--- config.mk ---
export PLATFORM = sky130hd
export DESIGN_NAME = serial_frame_tx
export DESIGN_NICKNAME = d
export VERILOG_FILES = /design/src/rtl/serial_pkg.sv /design/src/rtl/serial_frame_tx.sv
export SDC_FILE = /design/constraint.sdc
export NUM_CORES = 1
export LEC_CHECK = 0
export CELL_PAD_IN_SITES_DETAIL_PLACEMENT = 0
export CELL_PAD_IN_SITES_GLOBAL_PLACEMENT = 1
export CORE_ASPECT_RATIO = 1.2
export CORE_MARGIN = 4
export CORE_UTILIZATION = 47
export DETAILED_ROUTE_END_ITERATION = 7
export PLACE_DENSITY_LB_ADDON = 0.25
export SYNTH_ARGS = -nofsm -noshare
export SYNTH_HDL_FRONTEND = slang
export SYNTH_SLANG_ARGS = --single-unit
--- constraint.sdc ---
create_clock -name clk -period 3.6 [get_ports clk]
set_input_delay 0.9 -clock clk [delete_from_list [all_inputs] [get_ports clk]]
set_output_delay 0.9 -clock clk [all_outputs]
set_load 0.01 [all_outputs]
--- src/rtl/serial_pkg.sv ---
// Shared definitions for the serial frame transmitter.
// Shifter state encoding, default idle level, counter width helper.
package serial_pkg;

  typedef enum logic {
    ST_IDLE  = 1'b0,
    ST_SHIFT = 1'b1
  } state_e;

  localparam logic IDLE_BIT_DEF = 1'b0;

  function automatic int cnt_w(input int width);
    return (width < 2) ? 1 : $clog2(width);
  endfunction

endpackage

--- src/rtl/serial_frame_tx.sv ---
// Parallel-to-serial framer: WIDTH-bit words in over valid/ready,
// one bit per clock out on sout, MSB- or LSB-first per word.
// Ports: clk, rst (async active-low); din/din_valid/lsb_first/din_ready
// input handshake; sout/sout_valid/frame_done serial side; busy status.
module serial_frame_tx
  import serial_pkg::*;
#(
  parameter int   WIDTH    = 8,
  parameter logic IDLE_BIT = IDLE_BIT_DEF
) (
  input  logic             clk,
  input  logic             rst,
  input  logic [WIDTH-1:0] din,
  input  logic             din_valid,
  input  logic             lsb_first,
  output logic             din_ready,
  output logic             sout,
  output logic             sout_valid,
  output logic             frame_done,
  output logic             busy
);

  localparam int CW = cnt_w(WIDTH);
  localparam logic [CW-1:0] LAST    = CW'(WIDTH - 1);
  localparam logic [CW-1:0] LAST_M1 = CW'(WIDTH - 2);

  state_e           state_q, state_d;
  logic [CW-1:0]    cnt_q, cnt_d;
  logic [WIDTH-1:0] sh_q, sh_d;
  logic             lsb_q, lsb_d;
  logic [WIDTH-1:0] hold_q, hold_d;
  logic             hlsb_q, hlsb_d;
  logic             hfull_q, hfull_d;
  logic             sout_q, sout_d;
  logic             sv_q, sv_d;
  logic             fd_q, fd_d;
  logic             busy_q, busy_d;
  logic             rdy_q, rdy_d;

  logic             last, free, accept;
  logic             load, go_idle, shift, to_hold;
  logic [WIDTH-1:0] ld_w;
  logic             ld_lsb;

  always_comb begin
    last    = (state_q == ST_SHIFT) && (cnt_q == LAST);
    free    = (state_q == ST_IDLE) || last;
    accept  = din_valid && rdy_q;
    // Held word has priority; a fresh word only bypasses when hold is empty.
    load    = free && (hfull_q || accept);
    go_idle = last && !hfull_q && !accept;
    shift   = (state_q == ST_SHIFT) && !last;
    to_hold = accept && !free;
    ld_w    = hfull_q ? hold_q : din;
    ld_lsb  = hfull_q ? hlsb_q : lsb_first;
  end

  always_comb begin
    state_d = state_q;
    cnt_d   = cnt_q;
    sh_d    = sh_q;
    lsb_d   = lsb_q;
    hold_d  = hold_q;
    hlsb_d  = hlsb_q;
    hfull_d = hfull_q;
    sout_d  = sout_q;
    sv_d    = sv_q;
    fd_d    = 1'b0;
    unique case (1'b1)
      load: begin
        state_d = ST_SHIFT;
        cnt_d   = '0;
        lsb_d   = ld_lsb;
        sout_d  = ld_lsb ? ld_w[0] : ld_w[WIDTH-1];
        sh_d    = ld_lsb ? (ld_w >> 1) : (ld_w << 1);
        sv_d    = 1'b1;
        hfull_d = 1'b0;
      end
      go_idle: begin
        state_d = ST_IDLE;
        cnt_d   = '0;
        sout_d  = IDLE_BIT;
        sv_d    = 1'b0;
      end
      shift: begin
        cnt_d  = cnt_q + 1'b1;
        sout_d = lsb_q ? sh_q[0] : sh_q[WIDTH-1];
        sh_d   = lsb_q ? (sh_q >> 1) : (sh_q << 1);
        fd_d   = (cnt_q == LAST_M1);
      end
      default: ;
    endcase
    if (to_hold) begin
      hold_d  = din;
      hlsb_d  = lsb_first;
      hfull_d = 1'b1;
    end
    rdy_d  = !hfull_d;
    busy_d = (state_d == ST_SHIFT) || hfull_d;
  end

  always_ff @(posedge clk or negedge rst) begin
    if (!rst) begin
      state_q <= ST_IDLE;
      cnt_q   <= '0;
      sh_q    <= '0;
      lsb_q   <= 1'b0;
      hold_q  <= '0;
      hlsb_q  <= 1'b0;
      hfull_q <= 1'b0;
      sout_q  <= IDLE_BIT;
      sv_q    <= 1'b0;
      fd_q    <= 1'b0;
      busy_q  <= 1'b0;
      rdy_q   <= 1'b1;
    end else begin
      state_q <= state_d;
      cnt_q   <= cnt_d;
      sh_q    <= sh_d;
      lsb_q   <= lsb_d;
      hold_q  <= hold_d;
      hlsb_q  <= hlsb_d;
      hfull_q <= hfull_d;
      sout_q  <= sout_d;
      sv_q    <= sv_d;
      fd_q    <= fd_d;
      busy_q  <= busy_d;
      rdy_q   <= rdy_d;
    end
  end

  assign din_ready  = rdy_q;
  assign sout       = sout_q;
  assign sout_valid = sv_q;
  assign frame_done = fd_q;
  assign busy       = busy_q;

endmodule

* Yosys cells after proc, flatten, opt, wreduce, memory -nomap -nowiden
Index checks and enable logic that the tools add are counted.
** Operators by class
- Add/subtract/negate cells :: 1
- Multipliers :: 0
- Divide/modulo/power cells :: 0
- $lt $le $gt $ge :: 0
- Eq/ne operators :: 2
- Shift-type cells :: 0
- Muxes and demuxes :: 14
- Bitwise logic cells :: 1
- Reduce and logical (&&, ||, !) cells :: 20
** Operators with widths (count)
- $mux 8 :: 3
- $pmux 8 s2 :: 1
- $logic_and 1x1->1 :: 7
- $eq 3x3->1 const B :: 2
- $mux 1 :: 6
- $pmux 3 s2 :: 1
- $reduce_bool 2->1 :: 3
- $logic_not 1->1 :: 5
- $pmux 1 s2 :: 2
- $add 3x1->3 const B :: 1
- $logic_or 1x1->1 :: 3
- $pmux 1 s3 :: 1
- $reduce_bool 3->1 :: 1
- $reduce_or 2->1 :: 1
- $not 1->1 :: 1
** Word-level totals
- Register bits after elaboration :: 28
- Latch bits :: 0
- RAM bits :: 0
- ROM bits :: 0
- Input port bits :: 12
- Output and inout port bits :: 5
- Word-level logic and storage cells :: 50
- Memories kept :: 0

* Logic depth before layout (Yosys ltp)
Gate-level depths: netlist of run 1.
- Depth after elaboration :: 7
- Mapped depth :: 7
- Mapped depth without buffers :: 5

* Worst setup path before layout of run 1
Ideal clock, no wire load.
- Kind :: in2reg
- From :: input lsb_first
- To :: register sh_q[2]
- Setup time :: 130 ps
- Arrival time :: 1688 ps
- Data required time :: 3470 ps
- Setup slack :: 1781 ps
- Stages :: 4
- Path buffers :: 1
- Cells stage by stage :: buf_6 > mux2_4 > a222oi_1 > a21oi_1
** On the way
- Longest elaborated chain between the ends :: 3
** Ends and longest elaborated chain
- start: declaration :: line serial_frame_tx.sv:15 : input logic lsb_first,
- $mux 1 :: line serial_frame_tx.sv:55 : ld_lsb = hfull_q ? hlsb_q : lsb_first;
- $mux 8 :: line serial_frame_tx.sv:75 : sh_d = ld_lsb ? (ld_w >> 1) : (ld_w << 1);
- $pmux 8 s2 :: line serial_frame_tx.sv:69 : unique case (1'b1)
- end signal: assignment :: line serial_frame_tx.sv:106 : sh_q <= '0;
- end signal: assignment :: line serial_frame_tx.sv:119 : sh_q <= sh_d;
- end: declaration :: line serial_frame_tx.sv:29 : logic [WIDTH-1:0] sh_q, sh_d;
Every way passes these cells.
A chain may end at the register's enable or synchronous reset.

* Worst setup path in the final report of run 1
- From :: register rdy_q, in the netlist din_ready
- To :: output din_ready
** RTL lines
- start: declaration :: line serial_frame_tx.sv:38 : logic rdy_q, rdy_d;
- start signal: assignment :: line serial_frame_tx.sv:128 : rdy_q <= rdy_d;
- end: declaration :: line serial_frame_tx.sv:16 : output logic din_ready,
No word-level cell between the ends.

==> qor.yml, run 1 <==
synth_seq_cells: 28
ys_top_cells_by_count: "dfrtp_1, mux2_2, mux2i_1"
avgViaCountPerCell: 5.994
area_delta_synth_final_pct: 13.64
synth_nets: 142
num_vias: 1055
grt_remaining_overflow: 0
post-route-period-util_pct: 67.31
ant_nets: 0
hp-class: "reg2reg"
antenna_found_initial: 0
fp.dieW_microns: 59.34
cts_root_buf: "clkbuf_4"
cpPeakStageDelay_ns: 0.64
hold_viol: 0
cts_buffers: 3
critPathMaxFanout: 7
leakage_nw: 0.7205
synth_ff_type: "dfrtp_1"
drtIter0Drc: 48
dp_slack_ns: 0.9173
drive_gt1_share_pct: 20.00
n_antenna_cell: 0
power_density_mw_per_mm2: 825.5
rsz0062_at_grt: "no"
status: "finished, final reports clean"
clk_pin_slew_ns: 0.14
setup-tns-final_ns: 0
ys_top_cells_by_area: "dfrtp_1, mux2_2, mux2i_1"
syn-cell-area_sq_mm: 0.001486
setup_slack_ns: 1.177
syn_area_per_cell_sq_um: 11.70
fin_crit_ns: 2.423
max-vdd-ir-drop_mv: 0.5174
dp.cells: 172
cts.sinks: 28
grt_use_total_pct: 15.33
yosysTopAreaCell: "dfrtp_1"
ys_seq_area_share_pct: 47.22
remaining_drc_errors: 0
clk_path_buf_depth: 2
die-area_sq_mm: 0.004130
ctsResizeCount: 0
finalClockSkew_ns: 0.003255
yosysMostFrequentCell: "dfrtp_1"
rows: 22
maxSlewViolCount: 0
design_area_sq_mm: 0.001689
fp.dieH_microns: 69.61
synthArstFlopShare_pct: 100.0
fill_cells: 276
htreeDepth: 1
wirelength_microns: 2903
slowest_stage: "dfstp_2"
syn-instance-count: 127
tightest_slew_ns: 0.7940
drtPass1Iterations: 4
fin_cells: 176
cp-end-kind: "output port"
crit_chain: "clkdlybuf4s50_1"
synth.distinct_cells: 35
grt_first_pass_wirelength_microns: 4933
max-cap-violations: 0
nets: 156
cp-start-kind: "flop"
crit_arrival_ns: 1.52
gp_congestion: 0.7939
cp.buffers_inverters: 1
finalSetupViolations: 0
holdBufCountCts: 0
core-area_sq_mm: 0.003055
wire_per_inst_microns: 16.49
path_class: "reg2out"
clkLatencyLatePin_ns: 0.32
cp_top_family: "flip-flops"
tritoncts: "yes"
power.total_w: 0.001394
hpwlAfterDp_microns: 2163
post_cts_buffers: 0
io_buffer_count: 16
dpl_cell_area_sq_mm: 0.001653
ys_warn_count: 0
max-slew-margin-rel_pct: 47.07
grt_pass1_vias: 1057
grt_max_degree: 29
synth_top_area_share_pct: 45.45
start_util_pct: 48.65
pin_count: 17
synth-edff-count: 0
critPathRequiredTime_ns: 2.70
fmaxAchievable_ghz: 0.4127
-- cells by family (layout without fill, tap and decap cells) --
kind of cell | after synthesis | count (layout) | share of synthesized area, %
AO/OA/AOI/OAI | 35 | 35 | 16.58
adder cells (fa/ha/maj) | 3 | 3 | 2.526
buffers and inverters | 11 | 24 | 3.872
flip-flops | 28 | 28 | 47.22
multiplexers | 28 | 28 | 21.38
AND/OR/NAND/NOR | 22 | 22 | 8.418
-- report_power, final --
group	switching, W	total, W	leakage [nW]	internal, W
Combinational	0.000274	0.000611	0.366	0.000337
Sequential	0.000168	0.000633	0.334	0.000465
Clock	0.0000887	0.000151	0.0210	0.0000619
Total	0.000530	0.00139	0.721	0.000864
-- per-stage QoR --
stage	hold slack (ns)	util, %
after floorplan	0.4570	-
after global placement	0.4824	54.10
after detailed placement	0.4931	54.10
after CTS	0.5133	55.28
after global routing	0.5282	55.28
final	0.5127	55.28
-- registers in the layout (all words and copies together), names as in the netlist --
name,count
frame_done,1
hfull_q,1
busy,1
sout,1
hold_q,8
cnt_q,3
state_q,1
hlsb_q,1
lsb_q,1
sh_q,8
din_ready,1
sout_valid,1
-- layout make-up --
cell class                      count  area [sq um]  share of cell area (%)
Clock buffer                        4         36.28                   2.148
Inverter                            3         11.26                  0.6667
Multi-Input combinational cell     88         726.9                   43.04
Sequential cell                    28         701.9                   41.56
Tap cell                           36         45.04                   2.667
Timing Repair Buffer               17         167.7                   9.926
-- layout by cell type, fill, tap and decap left out, types with 2 or more instances in the layout --
master,n
a211oi_1,5
a21oi_1,6
a222oi_1,4
and3_1,2
clkbuf_4,3
clkdlybuf4s50_1,16
dfrtp_1,27
ha_1,3
inv_1,3
mux2_2,17
mux2_4,3
mux2i_1,7
nand2_1,5
nand3b_1,2
nor2_1,4
nor2b_1,5
o21ai_0,6
o22ai_1,6
-- per-layer routing --
| metal | vias up | routed length (microns) | track usage (%) |
|---|---|---|---|
| li1 | 503 | - | - |
| met1 | 530 | 1275 | 19.83 |
| met2 | 17 | 1480 | 25.15 |
| met3 | 5 | 95 | 1.862 |
| met4 | 0 | 52 | 6.297 |
| met5 | - | 0 | 0 |
-- worst paths after layout --
| path | start | to | slack (ns) | cells after the start |
|---|---|---|---|---|
| worst max-delay path | din_ready | din_ready | 1.18 | 1 |
| worst min-delay path | state_q | sout_valid | 0.51 | 1 |
| worst max register to register | cnt_q[0] | sh_q[1] | 1.56 | 5 |
| worst min register to register | state_q | sout_valid | 0.51 | 1 |
| max in group asynchronous | rst | din_ready | 2.37 | 2 |
| min in group asynchronous | rst | cnt_q[0] | 0.92 | 2 |
(Power assumes the default switching activity.)
==> run 2: changes to the inputs <==
CORE_UTILIZATION = 40   (was 47)
clock period = 2.2 ns   (was 3.6 ns; I/O delays follow)
==> run 2 against run 1 <==
Non-clock buffer count rose by 5. Sequential power rose by 64%. Worst hold slack improved by 0.0028 ns. Die area rose by 15%. First-iteration DRC count rose by 2.1%. Design area rose by 4.5%. Total power rose by 78%. Critical path depth did not move. Critical path type unchanged. Largest cell class unchanged.
==> qor.yml, run 2 (synthesized netlist as in run 1, its figures left out) <==
layout_common_cells: "dfrtp_1, mux2_2, clkdlybuf4s50_1"  # unchanged
path_class: "reg2out"  # unchanged
hp-class: "reg2reg"  # unchanged
grt_max_degree: 29  # unchanged
max-cap-violations: 0  # unchanged
max-slew-margin-rel_pct: 59.48  # was 47.07%
drive_gt1_share_pct: 22.76  # was 20.00%
ant_nets: 0  # unchanged
tightest_slew_ns: 0.6078  # was 0.7940 ns
hold_end: "sout_valid"  # unchanged
grt_remaining_overflow: 0  # unchanged
met3_usage_pct: 1.940  # was 1.862%
fin_cells: 184  # was 176
area_delta_synth_final_pct: 18.77  # was 13.64%
hold_viol: 0  # unchanged
grt_first_pass_wirelength_microns: 5244  # was 4933 microns
reg2regPathDepth: 6  # was 5
start_util_pct: 41.25  # was 48.65%
remaining_drc_errors: 0  # unchanged
wire_per_inst_microns: 16.29  # was 16.49 microns
power_density_mw_per_mm2: 1403  # was 825.5 mW/mm^2
core-area_sq_mm: 0.003603  # was 0.003055 sq mm
status: "finished, final reports clean"  # unchanged
io_buffer_count: 16  # unchanged
fill_cells: 333  # was 276
use_met2_pct: 23.32  # was 25.15%
tritoncts: "yes"  # unchanged
drtPass1Iterations: 5  # was 4
busiest_layer: "met2"  # unchanged
cp-end-kind: "output port"  # unchanged
power.total_w: 0.002476  # was 0.001394 W
grt_use_total_pct: 14.23  # was 15.33%
fp.dieH_microns: 74.78  # was 69.61 microns
clk_path_buf_depth: 2  # unchanged
fp.dieW_microns: 63.65  # was 59.34 microns
utilization_pct: 48.99  # was 55.28%
fmaxAchievable_ghz: 0.4966
fin_hold_ws_ns: 0.5155  # was 0.5127 ns
num_vias: 1059  # was 1055
maxSlewViolCount: 0  # unchanged
leakage_nw: 0.7609  # was 0.7205 nW
post-route-period-util_pct: 91.54
cts.sinks: 28  # unchanged
crit_chain: "clkdlybuf4s50_1"  # unchanged
avgViaCountPerCell: 5.755  # was 5.994
pin_count: 17  # unchanged
reg_top3: "hold_q: 8 flops, sh_q: 8 flops, cnt_q: 3 flops"  # unchanged
clk_pin_slew_ns: 0.09  # was 0.14 ns
die-area_sq_mm: 0.004760  # was 0.004130 sq mm
worstHoldStart: "state_q"  # unchanged
finalSetupViolations: 0  # unchanged
clkLatencyLatePin_ns: 0.28  # was 0.32 ns
antenna_found_initial: 0  # unchanged
critPathRequiredTime_ns: 1.65  # was 2.70 ns
rrSetupSlack_ns: 0.33  # was 1.56 ns
max-vdd-ir-drop_mv: 0.5450  # was 0.5174 mV
n_antenna_cell: 0  # unchanged
holdBufCountCts: 0  # unchanged
nets: 161  # was 156
rr_endpoint: "sh_q[6]"  # was sh_q[1]
hpwlAfterDp_microns: 2261  # was 2163 microns
cts_root_buf: "clkbuf_8"  # was clkbuf_4
cpPeakStageDelay_ns: 0.62  # was 0.64 ns
final_common_cell: "dfrtp_1"  # unchanged
holdPathStages: 1  # unchanged
crit_arrival_ns: 1.46  # was 1.52 ns
dp.cells: 180  # was 172
critPathMaxFanout: 7  # unchanged
regArea_sq_um: 701.9  # unchanged
slowest_stage: "dfstp_2"  # unchanged
htreeDepth: 1  # unchanged
wirelength_microns: 2997  # was 2903 microns
fin_crit_ns: 2.014
ctsResizeCount: 0  # unchanged
gp_congestion: 0.8459  # was 0.7939
cp-start-kind: "flop"  # unchanged
grtUsageMet1_pct: 18.64  # was 19.83%
drtIter0Drc: 49  # was 48
multi_input_area_sq_um: 726.9  # unchanged
r2r_start: "cnt_q[0]"  # unchanged
cts_buffers: 3  # unchanged
rsz0062_at_grt: "no"  # unchanged
cp.buffers_inverters: 1  # unchanged
post_cts_buffers: 0  # unchanged
grt_pass1_vias: 1052  # was 1057
rows: 24  # was 22
cp_top_family: "flip-flops"  # unchanged
finalClockSkew_ns: 0.004884  # was 0.003255 ns
==> run 2: cell count changes in the layout (fill, tap and decap cells not counted), sizes merged <==
cell | before | now
buf | 1 | 6
clkbuf | 4 | 3
bufinv | 0 | 1
==> run 2: report_power, final <==
part           total [W]  internal [W]  switching [W]
clock network   0.000407      0.000244       0.000163
logic            0.00103      0.000576       0.000455
registers        0.00104      0.000762       0.000276
total            0.00248       0.00158       0.000894
==> run 2: worst max-delay path by stage <==
stage / end / start / depth (start not counted)
floorplan: hold_q[0] / cnt_q[0] / 5
global placement: sh_q[1] / lsb_first / 4
detailed placement: sh_q[1] / lsb_first / 4
CTS: din_ready / din_ready / 1
global route: sh_q[1] / lsb_first / 4
finish: din_ready / din_ready / 1
==> run 2: final cells by class <==
type                       count  area share [%]
clock buffer                   3           2.339
clock inverter                 1           1.701
inverter                       3          0.6378
multi-input combinational     88           41.18
sequential                    28           39.76
tap                           39           2.764
timing repair buffer          22           11.62
==> run 2: through the flow <==
| stage | worst slack, ns | TNS, ns | area (sq um) |
|---|---|---|---|
| after global placement | -0.02133 | -0.02133 | 1694 |
| after CTS | 0.1668 | 0 | 1765 |
| final | 0.1862 | 0 | 1765 |
| after global routing | 0.1188 | 0 | 1765 |
| after floorplan | 0.5325 | 0 | 1486 |
| after detailed placement | -0.02975 | -0.02975 | 1694 |
==> run 2: per-layer routing <==
metal / up-vias / wire (microns)
met4: 0 / 63
met3: 5 / 78
met2: 21 / 1483
met5: - / 0
li1: 514 / -
met1: 519 / 1372
==> run 3: changes to the inputs <==
CORE_MARGIN = 2   (was 4)
==> run 3 against run 2 <==
Non-clock buffer count shrank 1. Utilization shrank 0.66 points. Routed wire length shrank 0.70%. Highest routed layer unchanged. Clock-buffer cell count grew 1. Register-to-register slack gained 0.03 ns. Fmax grew 0.34%. Clock skew grew 0.00066 ns. Sequential share of layout area grew 0.54 points. Clock power shrank 22%.
==> qor.yml, run 3 (synthesized netlist as in run 1, its figures left out) <==
wire_per_inst_microns: 16.26  # was 16.29 microns
clk_pin_slew_ns: 0.09  # about the same
critPathRequiredTime_ns: 1.65  # about the same
max-vdd-ir-drop_mv: 0.5641  # was 0.5450 mV
power_density_mw_per_mm2: 1366  # was 1403 mW/mm^2
rr_endpoint: "hold_q[0]"  # was sh_q[6]
num_vias: 1064  # was 1059
layout_common_cells: "dfrtp_1, mux2_2, clkdlybuf4s50_1"  # unchanged
cts.sinks: 28  # unchanged
n_antenna_cell: 0  # unchanged
drtPass1Iterations: 5  # unchanged
hpwlAfterDp_microns: 2259  # was 2261 microns
post-route-period-util_pct: 91.22  # was 91.54%
crit_chain: "clkdlybuf4s50_1"  # unchanged
cp.depth: 1  # unchanged
avgViaCountPerCell: 5.814  # was 5.755
tritoncts: "yes"  # unchanged
grt_pass1_vias: 1145  # was 1052
crit_arrival_ns: 1.46  # about the same
cts_buffers: 3  # unchanged
gp_congestion: 0.7969  # was 0.8459
setup-tns-final_ns: 0  # unchanged
cp.buffers_inverters: 1  # unchanged
cp-endpoint: "din_ready"  # unchanged
grt_use_total_pct: 16.51  # was 14.23%
rrSetupSlack_ns: 0.36  # was 0.33 ns
cpPeakStageDelay_ns: 0.63  # was 0.62 ns
maxSlewViolCount: 0  # unchanged
ctsResizeCount: 0  # unchanged
grt_first_pass_wirelength_microns: 5340  # was 5244 microns
r2r_start: "cnt_q[0]"  # unchanged
max-cap-violations: 0  # unchanged
utilization_pct: 48.33  # was 48.99%
cp-end-kind: "output port"  # unchanged
holdBufCountCts: 0  # unchanged
area_delta_synth_final_pct: 17.17  # was 18.77%
htreeDepth: 1  # unchanged
hp-class: "reg2reg"  # unchanged
fmaxAchievable_ghz: 0.4983  # was 0.4966 GHz
die-area_sq_mm: 0.004222  # was 0.004760 sq mm
drtIter0Drc: 31  # was 49
hold_viol: 0  # unchanged
fp.dieH_microns: 70.78  # was 74.78 microns
fin_cells: 183  # was 184
wirelength_microns: 2976  # was 2997 microns
cp_top_family: "flip-flops"  # unchanged
remaining_drc_errors: 0  # unchanged
clk_path_buf_depth: 2  # unchanged
cp-start-kind: "flop"  # unchanged
rows: 24  # unchanged
critPathMaxFanout: 7  # unchanged
dp.cells: 179  # was 180
reg_top3: "hold_q: 8 flops, sh_q: 8 flops, cnt_q: 3 flops"  # unchanged
power.total_w: 0.002379  # was 0.002476 W
leakage_nw: 0.7492  # was 0.7609 nW
core-area_sq_mm: 0.003603  # unchanged
finalClockSkew_ns: 0.005548  # was 0.004884 ns
pin_count: 17  # unchanged
drive_gt1_share_pct: 22.22  # was 22.76%
io_buffer_count: 16  # unchanged
nets: 160  # was 161
status: "finished, final reports clean"  # unchanged
ant_nets: 0  # unchanged
rsz0062_at_grt: "no"  # unchanged
final_common_cell: "dfrtp_1"  # unchanged
grt_max_degree: 29  # unchanged
reg2regPathDepth: 5  # was 6
grt_remaining_overflow: 0  # unchanged
max-slew-margin-rel_pct: 67.76  # was 59.48%
clkLatencyLatePin_ns: 0.27  # was 0.28 ns
fin_crit_ns: 2.007  # was 2.014 ns
tightest_slew_ns: 0.4836  # was 0.6078 ns
fp.dieW_microns: 59.65  # was 63.65 microns
antenna_found_initial: 0  # unchanged
crit_start: "din_ready"  # unchanged
path_class: "reg2out"  # unchanged
start_util_pct: 41.25  # unchanged
fill_cells: 336  # was 333
finalSetupViolations: 0  # unchanged
cts_root_buf: "clkbuf_8"  # unchanged
fin_hold_ws_ns: 0.5222  # was 0.5155 ns
post_cts_buffers: 0  # unchanged
slowest_stage: "dfstp_2"  # unchanged
[run 3: changes by cell type in the layout (fill, tap and decap cells not counted)]
cell	change
clkbuf_8	+1
bufinv_16	-1
buf_4	-1
[run 3: per-layer routing]
metal  global-route usage (%)  wire length, microns  up-vias
li1                         -                     -      512
met1                    22.35                  1313      516
met2                    25.85                  1497       30
met3                    2.377                   106        6
met4                    7.407                    59        0
met5                        0                     0        -
[run 3: where the power goes]
part	internal (W)	switching [W]
combinational	0.000576	0.000452
sequential	0.000763	0.000273
clock	0.000160	0.000156
total	0.00150	0.000881
[run 3: how the worst min path moves through the flow]
stage	start	endpoint	slack, ns	cells past startpoint
finish	state_q	sout_valid	0.52	1
global route	cnt_q[2]	cnt_q[2]	0.55	1
floorplan	rst	busy	0.25	0
detailed placement	sout	sout	0.51	1
CTS	sout	sout	0.53	1
global placement	cnt_q[1]	cnt_q[1]	0.49	2
[run 3: final cells by class]
type / instances / area (sq um) / area share, %
sequential: 28 / 701.9 / 40.30
clock buffer: 4 / 55.05 / 3.161
multi-input combinational: 88 / 726.9 / 41.74
inverter: 3 / 11.26 / 0.6466
tap: 39 / 48.80 / 2.802
timing repair buffer: 21 / 197.7 / 11.35
[run 3: through the flow]
step                cell area (sq um)  setup WS (ns)
global placement                 1687        0.06730
finish                           1742         0.1931
floorplan                        1486         0.5325
detailed placement               1687        0.05528
CTS                              1742         0.1799
global route                     1742         0.1486
